[src/rtl/tmds_channel_decoder.sv]
// tmds_channel_decoder
//   Receive side of one HDMI TMDS channel. It takes 10-bit words from a 1:10
//   deserializer with unknown bit phase, finds symbol alignment by locking
//   onto runs of control tokens, then classifies each aligned symbol as a
//   control token, video byte, TERC4 nibble, guard band or decode error.
//
//   Pipeline: raw_q (word capture) -> symbol (aligned, 1 clk after raw_q)
//             -> decode outputs (registered, 2 clks after the capture edge).
//
// Parameters
//   CHANNEL     TMDS channel 0..2, selects guard-band codes
//   LOCK_COUNT  consecutive control tokens at one offset needed to lock
//   DWELL       cycles per offset while searching before slipping one bit
//   TIMEOUT     cycles without a control token before lock is dropped
//
// Ports
//   clk_pixel, reset (async, active-high)
//   tmds_raw[9:0]     deserialized word, bit 0 received first
//   island_period     current symbol lies inside a data island
//   symbol[9:0]       aligned symbol
//   locked, bit_offset[3:0]
//   ctrl_valid/ctrl[1:0], video_valid/video_data[7:0],
//   terc4_valid/terc4_data[3:0], guard_band, decode_error
//   disparity_error   only with TMDS_DECODER_DISPARITY_CHECK_EN defined
//
// Optional feature macro: TMDS_DECODER_DISPARITY_CHECK_EN
//   Adds a running-disparity monitor over video symbols.

module tmds_channel_decoder #(
    parameter int CHANNEL    = 0,
    parameter int LOCK_COUNT = 8,
    parameter int DWELL      = 1024,
    parameter int TIMEOUT    = 4096
) (
    input  logic       clk_pixel,
    input  logic       reset,
    input  logic [9:0] tmds_raw,
    input  logic       island_period,
    output logic [9:0] symbol,
    output logic       locked,
    output logic [3:0] bit_offset,
    output logic       ctrl_valid,
    output logic [1:0] ctrl,
    output logic       video_valid,
    output logic [7:0] video_data,
    output logic       terc4_valid,
    output logic [3:0] terc4_data,
    output logic       guard_band,
`ifdef TMDS_DECODER_DISPARITY_CHECK_EN
    output logic       disparity_error,
`endif
    output logic       decode_error
);

    localparam int RW = $clog2(LOCK_COUNT + 1);
    localparam int DW = (DWELL > 1)   ? $clog2(DWELL)   : 1;
    localparam int TW = (TIMEOUT > 1) ? $clog2(TIMEOUT) : 1;

    localparam logic [RW-1:0] RUN_LAST   = RW'(LOCK_COUNT - 1);
    localparam logic [DW-1:0] DWELL_LAST = DW'(DWELL - 1);
    localparam logic [TW-1:0] TMO_LAST   = TW'(TIMEOUT - 1);

    localparam logic [9:0] VID_GB    = (CHANNEL == 1) ? 10'h133 : 10'h2CC;
    localparam logic [9:0] ISL_GB    = 10'h133;
    localparam bit         ISL_GB_EN = (CHANNEL != 0);

    typedef enum logic {SEARCH = 1'b0, LOCKED = 1'b1} state_t;

    state_t          state_q, state_d;
    logic [RW-1:0]   run_q, run_d;
    logic [DW-1:0]   dwell_q, dwell_d;
    logic [TW-1:0]   tmo_q, tmo_d;
    logic [3:0]      offset_d;
    logic            slip_q, slip_d;
    logic [9:0]      raw_q;
    logic [29:0]     w_ext;
    logic [1:0]      gb_cnt;

    // ---------------------------------------------------------------
    // Alignment: 20-bit window, older word in the low half.
    // Zero padding keeps the variable part-select inside range.
    // ---------------------------------------------------------------
    assign w_ext = {10'b0, tmds_raw, raw_q};

    always_ff @(posedge clk_pixel or posedge reset) begin
        if (reset) begin
            raw_q  <= '0;
            symbol <= '0;
        end else begin
            raw_q  <= tmds_raw;
            symbol <= w_ext[bit_offset +: 10];
        end
    end

    // ---------------------------------------------------------------
    // Symbol classification (combinational on the aligned symbol)
    // ---------------------------------------------------------------
    logic       is_ctrl;
    logic [1:0] ctrl_code;
    logic       t_hit;
    logic [3:0] t_nib;
    logic       gb_hit;

    always_comb begin
        is_ctrl   = 1'b1;
        ctrl_code = 2'b00;
        case (symbol)
            10'h354: ctrl_code = 2'b00;
            10'h0AB: ctrl_code = 2'b01;
            10'h154: ctrl_code = 2'b10;
            10'h2AB: ctrl_code = 2'b11;
            default: is_ctrl = 1'b0;
        endcase
    end

    always_comb begin
        t_hit = 1'b1;
        t_nib = 4'h0;
        case (symbol)
            10'h29C: t_nib = 4'h0;
            10'h263: t_nib = 4'h1;
            10'h2E4: t_nib = 4'h2;
            10'h2E2: t_nib = 4'h3;
            10'h171: t_nib = 4'h4;
            10'h11E: t_nib = 4'h5;
            10'h18E: t_nib = 4'h6;
            10'h13C: t_nib = 4'h7;
            10'h2CC: t_nib = 4'h8;
            10'h139: t_nib = 4'h9;
            10'h19C: t_nib = 4'hA;
            10'h2C6: t_nib = 4'hB;
            10'h28E: t_nib = 4'hC;
            10'h271: t_nib = 4'hD;
            10'h163: t_nib = 4'hE;
            10'h2C3: t_nib = 4'hF;
            default: t_hit = 1'b0;
        endcase
    end

    assign gb_hit = island_period ? (ISL_GB_EN && symbol == ISL_GB)
                                  : (symbol == VID_GB);

    function automatic logic [7:0] video_dec(input logic [9:0] q);
        logic [7:0] b, d;
        b    = q[9] ? ~q[7:0] : q[7:0];
        d[0] = b[0];
        for (int i = 1; i < 8; i++)
            d[i] = q[8] ? (b[i] ^ b[i-1]) : ~(b[i] ^ b[i-1]);
        return d;
    endfunction

    // ---------------------------------------------------------------
    // Alignment FSM
    // ---------------------------------------------------------------
    logic [3:0] next_off;
    assign next_off = (bit_offset == 4'd9) ? 4'd0 : bit_offset + 4'd1;

    always_comb begin
        state_d  = state_q;
        run_d    = run_q;
        dwell_d  = dwell_q;
        tmo_d    = tmo_q;
        offset_d = bit_offset;
        slip_d   = 1'b0;
        case (state_q)
            SEARCH: begin
                // The symbol just after a slip was cut at the old offset,
                // so it never counts toward a run.
                if (!slip_q && is_ctrl && run_q == RUN_LAST) begin
                    state_d = LOCKED;
                    run_d   = '0;
                    dwell_d = '0;
                    tmo_d   = '0;
                end else if (dwell_q == DWELL_LAST) begin
                    offset_d = next_off;
                    slip_d   = 1'b1;
                    run_d    = '0;
                    dwell_d  = '0;
                end else begin
                    dwell_d = dwell_q + 1'b1;
                    run_d   = (!slip_q && is_ctrl) ? run_q + 1'b1 : '0;
                end
            end
            LOCKED: begin
                if (is_ctrl) begin
                    tmo_d = '0;
                end else if (tmo_q == TMO_LAST) begin
                    state_d  = SEARCH;
                    offset_d = next_off;
                    slip_d   = 1'b1;
                    tmo_d    = '0;
                    run_d    = '0;
                    dwell_d  = '0;
                end else begin
                    tmo_d = tmo_q + 1'b1;
                end
            end
            default: state_d = SEARCH;
        endcase
    end

    always_ff @(posedge clk_pixel or posedge reset) begin
        if (reset) begin
            state_q    <= SEARCH;
            run_q      <= '0;
            dwell_q    <= '0;
            tmo_q      <= '0;
            bit_offset <= '0;
            slip_q     <= 1'b0;
            locked     <= 1'b0;
        end else begin
            state_q    <= state_d;
            run_q      <= run_d;
            dwell_q    <= dwell_d;
            tmo_q      <= tmo_d;
            bit_offset <= offset_d;
            slip_q     <= slip_d;
            locked     <= (state_d == LOCKED);
        end
    end

    // ---------------------------------------------------------------
    // Decode stage: one-hot classification, only while locked
    // ---------------------------------------------------------------
    logic dv_ctrl, dv_gb, dv_t, dv_err, dv_vid;

    always_comb begin
        dv_ctrl = 1'b0;
        dv_gb   = 1'b0;
        dv_t    = 1'b0;
        dv_err  = 1'b0;
        dv_vid  = 1'b0;
        if (state_q == LOCKED) begin
            if (is_ctrl)                    dv_ctrl = 1'b1;
            else if (gb_cnt != 2'd0 && gb_hit) dv_gb = 1'b1;
            else if (island_period) begin
                if (t_hit) dv_t   = 1'b1;
                else       dv_err = 1'b1;
            end else                        dv_vid  = 1'b1;
        end
    end

    always_ff @(posedge clk_pixel or posedge reset) begin
        if (reset) begin
            gb_cnt       <= '0;
            ctrl_valid   <= 1'b0;
            ctrl         <= '0;
            video_valid  <= 1'b0;
            video_data   <= '0;
            terc4_valid  <= 1'b0;
            terc4_data   <= '0;
            guard_band   <= 1'b0;
            decode_error <= 1'b0;
        end else begin
            // Guard bands are only recognised in the two slots after a
            // control run.
            if (is_ctrl)             gb_cnt <= 2'd2;
            else if (gb_cnt != 2'd0) gb_cnt <= gb_cnt - 2'd1;

            ctrl_valid   <= dv_ctrl;
            video_valid  <= dv_vid;
            terc4_valid  <= dv_t;
            guard_band   <= dv_gb;
            decode_error <= dv_err;
            if (dv_ctrl) ctrl       <= ctrl_code;
            if (dv_vid)  video_data <= video_dec(symbol);
            if (dv_t)    terc4_data <= t_nib;
        end
    end

`ifdef TMDS_DECODER_DISPARITY_CHECK_EN
    // Running disparity over video symbols: each symbol adds ones - zeros.
    logic signed [7:0] disp_acc;
    logic signed [7:0] disp_delta;
    logic signed [7:0] disp_sum;
    logic        [3:0] disp_ones;

    assign disp_ones  = 4'($countones(symbol));
    assign disp_delta = $signed({3'b0, disp_ones, 1'b0}) - 8'sd10;
    assign disp_sum   = disp_acc + disp_delta;

    always_ff @(posedge clk_pixel or posedge reset) begin
        if (reset) begin
            disp_acc        <= '0;
            disparity_error <= 1'b0;
        end else begin
            disparity_error <= 1'b0;
            if (dv_ctrl) begin
                disp_acc <= '0;
            end else if (dv_vid) begin
                if (disp_sum > 8'sd20 || disp_sum < -8'sd20) begin
                    disparity_error <= 1'b1;
                    disp_acc        <= '0;
                end else begin
                    disp_acc <= disp_sum;
                end
            end
        end
    end
`endif

endmodule

[config.mk]
export PLATFORM = sky130hd
export DESIGN_NAME = tmds_channel_decoder
export DESIGN_NICKNAME = d
export VERILOG_FILES = /design/src/rtl/tmds_channel_decoder.sv
export SDC_FILE = /design/constraint.sdc
export NUM_CORES = 1
export LEC_CHECK = 0
export ABC_AREA = 1
export ABC_CLOCK_PERIOD_IN_PS = 3120
export CORE_ASPECT_RATIO = 1.1
export CORE_UTILIZATION = 42
export DETAILED_ROUTE_END_ITERATION = 16
export GPL_TIMING_DRIVEN = 0
export HOLD_SLACK_MARGIN = 0.15
export SLEW_MARGIN = 20
export SYNTH_ARGS = -nofsm -noshare
export SYNTH_HDL_FRONTEND = slang
export SYNTH_SLANG_ARGS = --single-unit
[constraint.sdc]
create_clock -name clk_pixel -period 3.12 [get_ports clk_pixel]
set_input_delay 0.624 -clock clk_pixel [delete_from_list [all_inputs] [get_ports clk_pixel]]
set_output_delay 0.624 -clock clk_pixel [all_outputs]
set_load 0.01 [all_outputs]
==> metrics.md, run 1 <==
| Metric | Value |
|---|---|
| Top cells by area, synth | `dfrtp_1, nand2_1, nand3_1, xor2_1, inv_1` |
| Final WL | `around 10 mm` |
| Crit path buffers/inverters | `1` |
| Simple-gate area share of the yosys netlist | `33.0%` |
| Overall power | `around 2 mW` |
| RR Endpoint | `tmo_q[2]` |
| Post-synthesis compound-gate area fraction | `about a tenth` |
| Max Clk Rate | `476 MHz` |
| Final Hold Vio Count | `0` |
| Setup Skew | `0.0167 ns` |
| Post-Syn Area per Cell | `around 7.6 µm²` |
| Core box area | `between 0.01 and 0.015 mm²` |
| Kind of cell adding the most delay to the critical path | `buffers and inverters` |
| CP max stage cell | `clkdlybuf4s50_1` |
| Synth Cell Area | `around 0.0044 mm²` |
| Slew @ Worst Pin | `0.437 ns` |
| Std cell rows | `38` |
| Worst Path Required | `between 2 and 3 ns` |
| Endpoints failing setup | `0` |
| Cell taking the most area after synthesis | `dfrtp_1` |
| P per Cell Area | `approximately 380 mW/mm²` |
| Worst setup margin | `roughly 1.0 ns` |
| Final instance area | `roughly 0.0053 mm²` |
| Cts bufs inserted | `9` |
| Post-DP HPWL | `around 8.0 mm` |
| Crit-path cells | `clkdlybuf4s50_1` |
| Vias in the first global route | `between 3000 and 4000` |
| Clock slew at reported path FFs | `about 0.080 ns` |
| Most frequent cells in the layout | `nand2_1, dfrtp_1, nand3_1, nor2_1, inv_1` |
| Drt first pass iters | `4` |
| Antenna Nets Post-Route | `0` |
| Cts hold-fix bufs | `0` |
| DP Worst Slack | `0.990 ns` |
| WS Path Type | `register to output port` |
| Most common cell after layout, fill and taps aside | `nand2_1` |
| Starting Density | `44.0%` |
| Worst-path maximum fanout | `5` |
| Placed Cells incl. Taps | `772` |
| Synth Warn # | `0` |
| DR vias | `slightly below 4000` |
| Hold Path End | `terc4_data[2]` |
| Boundary Pins | `47` |
| Die H | `~110 µm` |
| CP Capture Type | `output port` |
| Outcome | `finished, final reports clean` |
| Remaining Overflow, GRT | `0` |
| CTS resizes | `0` |
| Distinct cells, synth | `43` |
| Drt initial violations | `128` |
| Total track usage | `20.3%` |
| Register bit total from synthesis | `73` |
| H-tree levels | `3` |
| WP data arrival | `about 1.5 ns` |
| Share of the synthesized area in the top cell type | `between 40% and 50%` |
| Fin crit share | `between 60% and 70%` |
| Fin cells | `788` |
| Levels on crit path | `1` |
| Die ar. | `roughly 0.011 mm²` |
| N_diodes | `0` |
| Slew Limit Fails | `0` |
| Gpl congestion | `0.910` |
| Main flop type after synthesis | `dfrtp_1` |
| DP Area | `around 0.0051 mm²` |
| Initial antenna violation count | `0` |
| Via density | `roughly 4.9` |
| Hold Path Stages | `2` |
| Worst reg-to-reg path cell count | `11` |
| Buffers on Ports | `46` |
| Worst hold path class | `register to register` |
| Min-delay src | `terc4_data[2]` |
| R2r setup slk | `approximately 1.1 ns` |
| Slew headroom | `a little under three quarters` |
| Synth async-reset ratio | `between 90% and 100%` |
| Global-route wire length before repair | `17.6 mm` |
| Post-CTS Setup Inserts | `0` |
| Share of layout cells above drive strength 1 | `around 12%` |
| DRC | `0` |
| Critical path's largest stage delay | `just over 0.6 ns` |
| Max-cap violations | `0` |
| Chip Width | `approximately 100 µm` |
| Wire per inst | `between 10 and 15 µm` |
| Post-synth net total | `606` |
| Post-Syn Instances | `roughly 600` |
| Post-synthesis xor/xnor area fraction | `roughly 5.1%` |
| Area growth, synth to finish | `19.4%` |
| Final net count | `roughly 660` |
| Largest family of logic cells by synthesized area | `simple AND/OR/NAND/NOR gates` |
| RSZ-0062 raised after global routing | `no` |
| Clk Latency, worst-skew pair | `0.35 ns` |
| Clock period minus final worst setup slack | `~2.1 ns` |
| Post-layout util | `between 50 and 60%` |
| Leakage | `about 2.4 nW` |
| Worst reg2reg startpoint | `symbol[4]` |
| Startpoint class of the critical path | `register` |
| Crit path launch | `symbol[9]` |
| Post-synth EDFFs | `0` |
| TritonCTS clock tree | `done` |
| Sequential fraction of the synthesis area | `41.2%` |
| Post-synthesis mux area share | `less than 1%` |
| Synth Area in Adders | `2.26%` |
| CTS Buffer Depth | `2` |
| Worst VDD drop | `around 160 µV` |
| Largest net degree at the start of global routing | `42` |
| Clock Sink Count | `73` |
| CTS root buffer | `clkbuf_8` |
-- cell type report --
class	count	area, µm²
buffer	17	100
fill	1046	4790
timing repair buffer	47	480
multi-input combinational	433	2270
tap	140	175
inverter	62	240
clock inverter	7	76.3
sequential	73	1830
clock buffer	9	124
-- power by group --
group	switching, mW	internal, mW
sequential	0.0236	0.978
clock	0.382	0.375
combinational	0.141	0.0975
total	0.547	1.45
-- worst max path at each step --
stage / end / slack, ns
after detailed placement: symbol[5] / 0.99
after global placement: raw_q[8] / -0.62
after CTS: symbol[9] / 1.02
after floorplan: bit_offset[0] / 0.64
final: symbol[9] / 1.02
after global routing: tmo_q[2] / 0.96
-- layer usage --
layer | routed length (µm) | vias to the layer above | GRT usage (%)
met2 | 4920 | 80 | 34.9
li1 | - | 2001 | -
met4 | 206 | 0 | 7.67
met5 | 0 | - | 0
met3 | 355 | 21 | 2.92
met1 | 4790 | 1777 | 26.0
-- per-stage QoR --
stage | setup TNS, ns | hold slack (ns)
after global placement | -44.65 | 0.457
after floorplan | 0 | 0.470
after detailed placement | 0 | 0.459
final | 0 | 0.471
after global routing | 0 | 0.501
after CTS | 0 | 0.478
-- worst min-delay path: cells and delay by family, from the launching register on --
family / cells / cell delay (ns)
and+or+nand+nor: 2 / 0.10
DFF: 1 / 0.34
-- cells in the mapped netlist (2+ instances only) --
| cell type | count |
|---|---|
| a21oi_1 | 5 |
| or2_2 | 10 |
| dfrtp_1 | 73 |
| o22ai_1 | 9 |
| a21oi_2 | 8 |
| buf_2 | 4 |
| inv_2 | 6 |
| nand4_1 | 4 |
| o31ai_1 | 2 |
| o21ai_0 | 38 |
| nand3_1 | 57 |
| nand2_4 | 3 |
| nand3_2 | 3 |
| o21ai_1 | 3 |
| o21ai_2 | 2 |
| buf_4 | 2 |
| mux2i_1 | 2 |
| inv_4 | 2 |
| nor3_1 | 9 |
| inv_1 | 52 |
| xor2_1 | 23 |
| nand2_2 | 8 |
| o211ai_1 | 5 |
| nand2_1 | 160 |
| clkinv_1 | 2 |
| nor2_1 | 52 |
| ha_1 | 8 |
| xnor2_1 | 3 |
| nor2_2 | 8 |
| clkbuf_1 | 8 |
| nand3b_1 | 2 |
-- logic make-up (layout without fill, tap and decap cells) --
| family | count (synthesis) | after routing |
|---|---|---|
| and+or+nand+nor | 321 | 321 |
| adders and majority gates | 8 | 8 |
| AOI/OAI and AO/OA | 76 | 76 |
| muxes | 2 | 2 |
| buffers and inverters | 79 | 142 |
| xor gates and xnor gates | 26 | 26 |
| DFF | 73 | 73 |
-- state kept, by name, indices dropped and copies added (netlist names), 2 cells and up --
register    flops
tmo_q          12
dwell_q        10
raw_q          10
symbol         10
video_data      8
bit_offset      4
run_q           4
terc4_data      4
ctrl            2
gb_cnt          2
Power figures use the tool's default switching activity.
==> inputs of run 2 (changes only) <==
--- a/config.mk
+++ b/config.mk
@@ -6,7 +6,7 @@
 export NUM_CORES = 1
 export LEC_CHECK = 0
 export ABC_AREA = 1
-export ABC_CLOCK_PERIOD_IN_PS = 3120
+export ABC_CLOCK_PERIOD_IN_PS = 1850
 export CORE_ASPECT_RATIO = 1.1
 export CORE_UTILIZATION = 42
 export DETAILED_ROUTE_END_ITERATION = 16
==> constraint.sdc (replaced) <==
create_clock -name clk_pixel -period 1.85 [get_ports clk_pixel]
set_input_delay 0.37 -clock clk_pixel [delete_from_list [all_inputs] [get_ports clk_pixel]]
set_output_delay 0.37 -clock clk_pixel [all_outputs]
set_load 0.01 [all_outputs]
==> run 2 against run 1 <==
Effect of this change:
- worst hold slack got worse by 0.080 ns
- core utilization up 3.2 points
- combinational power rose by 80%
- first-iteration DRC count increased by 20%
- die area stayed put
- critical endpoint is now symbol[1]
- largest cell class unchanged
- highest routed layer unchanged
==> metrics.md, run 2 (synthesis results as in run 1) <==
| Metric | Value |
|---|---|
| Outcome | `finished, final reports clean` |
| Die H | `approximately 110 µm` |
| Chip Width | `99.9 µm` |
| Die ar. | `0.0110 mm²` |
| Worst Path Required | `~1.5 ns` |
| Clock period minus final worst setup slack | `around 1.8 ns` |
| Post-layout util | `a little under three fifths` |
| Buffers on Ports | `46` |
| Boundary Pins | `47` |
| CTS root buffer | `clkbuf_8` |
| Setup Skew | `roughly 0.014 ns` |
| Critical path's largest stage delay | `0.59 ns` |
| Startpoint class of the critical path | `register` |
| Cts bufs inserted | `9` |
| Worst-path maximum fanout | `5` |
| Most frequent cells in the layout | `nand2_1, dfrtp_1, nand3_1, inv_1, clkdlybuf4s50_1` |
| Most common cell after layout, fill and taps aside | `nand2_1` |
| RR Endpoint | `run_q[1]` |
| Setup crit end | `symbol[1]` |
| Clock Sink Count | `73` |
| Hold_ws | `approximately 0.4 ns` |
| Final net count | `roughly 700` |
| Post-DP HPWL | `7.93 mm` |
| Share of layout cells above drive strength 1 | `19.7%` |
| Via density | `between 4 and 5` |
| Antenna Nets Post-Route | `0` |
| Wire per inst | `between 10 and 15 µm` |
| CP Capture Type | `output port` |
| Vias in the first global route | `roughly 3700` |
| Core box area | `around 0.010 mm²` |
| H-tree levels | `3` |
| DR vias | `around 4000` |
| Initial antenna violation count | `0` |
| Crit path launch | `symbol[1]` |
| Clk Latency, worst-skew pair | `between 0.3 and 0.4 ns` |
| Largest net degree at the start of global routing | `33` |
| DP Area | `a little over 0.005 mm²` |
| CP max stage cell | `clkdlybuf4s50_1` |
| R2r setup slk | `between 0.1 and 0.15 ns` |
| DRC | `0` |
| Endpoints failing setup | `0` |
| Worst reg-to-reg path cell count | `11` |
| Total track usage | `roughly a fifth` |
| Drt initial violations | `153` |
| Final Hold Vio Count | `0` |
| Crit-path cells | `clkdlybuf4s50_1` |
| Flip-flop count of the largest register after layout | `12` |
| CTS Buffer Depth | `2` |
| Global-route wire length before repair | `17.5 mm` |
| RSZ-0062 raised after global routing | `yes` |
| Biggest register | `tmo_q` |
| Clock slew at reported path FFs | `~0.09 ns` |
| Worst VDD drop | `a little over 300 µV` |
| Leakage | `roughly 2.6 nW` |
| Filler cell count in the final layout | `around 1000` |
| Slew @ Worst Pin | `0.528 ns` |
| Levels on crit path | `1` |
| Drt first pass iters | `5` |
| Starting Density | `roughly 44%` |
| Gpl congestion | `around 0.9` |
| WS Path Type | `register to output port` |
| WP data arrival | `about 1.4 ns` |
| Final WL | `a little over 10 mm` |
| P per Cell Area | `~580 mW/mm²` |
| Slew Limit Fails | `0` |
| Fin crit share | `between 90% and 100%` |
| Worst hold path class | `input port to asynchronous set/reset pin` |
| Final instance area | `between 0.005 and 0.006 mm²` |
| Worst reg2reg startpoint | `tmo_q[0]` |
| Crit path buffers/inverters | `1` |
| Std cell rows | `38` |
| N_diodes | `0` |
| Max Clk Rate | `approximately 550 MHz` |
| Remaining Overflow, GRT | `0` |
| TritonCTS clock tree | `done` |
| Area growth, synth to finish | `26.7%` |
| Kind of cell adding the most delay to the critical path | `buffers and inverters` |
| Max-cap violations | `0` |
| Slew headroom | `approximately two thirds` |
run 2: cell types whose count changed in the layout (fill, tap and decap cells not counted), sizes merged:
cell,delta
bufinv,-1
clkbuf,+1
inv,-2
clkinvlp,+2
buf,+22
run 2: what timing repair did:
action,4_1_cts,5_1_grt
hold buffers,0,0
pin swaps,2,12
setup endpoints to repair,46,52
setup buffers,4,17
gates resized for setup,8,49
run 2: worst min-delay path by stage:
stage | slack, ns | to | from | cells after the start
floorplan | 0.40 | raw_q[0] | tmds_raw[0] | 0
CTS | 0.39 | run_q[3] | reset | 2
finish | 0.39 | run_q[3] | reset | 2
detailed placement | 0.46 | terc4_data[1] | terc4_data[1] | 2
global placement | 0.46 | terc4_data[3] | terc4_data[3] | 2
global route | 0.41 | run_q[3] | reset | 2
run 2: where the power goes:
group	switching (mW)	total, mW	internal (mW)
Combinational	0.248	0.429	0.181
Clock	0.624	1.15	0.525
Sequential	0.0396	1.69	1.65
run 2: worst register-to-register path: cells and delay by family, from the launching register on:
| kind | cells | cell delay, ns |
|---|---|---|
| AOI/OAI and AO/OA | 1 | 0.05 |
| and+or+nand+nor | 7 | 0.80 |
| buffers and inverters | 2 | 0.19 |
| DFF | 1 | 0.38 |
| adders and majority gates | 1 | 0.20 |
run 2: through the flow:
| stage | total power [mW] | cells | worst slack, ns | TNS (ns) |
|---|---|---|---|---|
| 2_1_floorplan | 1.97 | 585 | 0.101 | 0 |
| 3_3_place_gp | 2.11 | 771 | -0.232 | -21.92 |
| 3_5_place_dp | 2.13 | 773 | -0.201 | -5.07 |
| 4_1_cts | 3.30 | 793 | 0.000889 | 0 |
| 5_1_grt | 3.44 | 810 | -0.0280 | -0.153 |
| 6_report | 3.27 | 810 | 0.0440 | 0 |
run 2: layer usage:
metal | GRT usage (%) | vias to the layer above | part of all wire (%)
li1 | - | 2051 | -
met1 | 26.3 | 1828 | 47
met4 | 7.67 | 0 | 1.6
met2 | 34.6 | 85 | 48
met5 | 0 | - | 0
met3 | 3.62 | 16 | 3.5
run 2: final cells by class:
type                            instances  area (µm²)  area share [%]
Multi-Input combinational cell        433        2400            42.8
Sequential cell                        73        1830            32.7
Timing Repair Buffer                   69         666            11.9
Inverter                               62         253            4.50
Tap cell                              140         175            3.12
Clock buffer                           10         138            2.45
Buffer                                 17         105            1.87
Clock inverter                          6        42.5           0.758
==> inputs of run 3 (changes only) <==
--- a/config.mk
+++ b/config.mk
@@ -11,7 +11,6 @@
 export CORE_UTILIZATION = 42
 export DETAILED_ROUTE_END_ITERATION = 16
 export GPL_TIMING_DRIVEN = 0
-export HOLD_SLACK_MARGIN = 0.15
 export SLEW_MARGIN = 20
 export SYNTH_ARGS = -nofsm -noshare
 export SYNTH_HDL_FRONTEND = slang
==> results of run 3 <==
No change in the layout: final DEF, timing and power equal those of run 2.
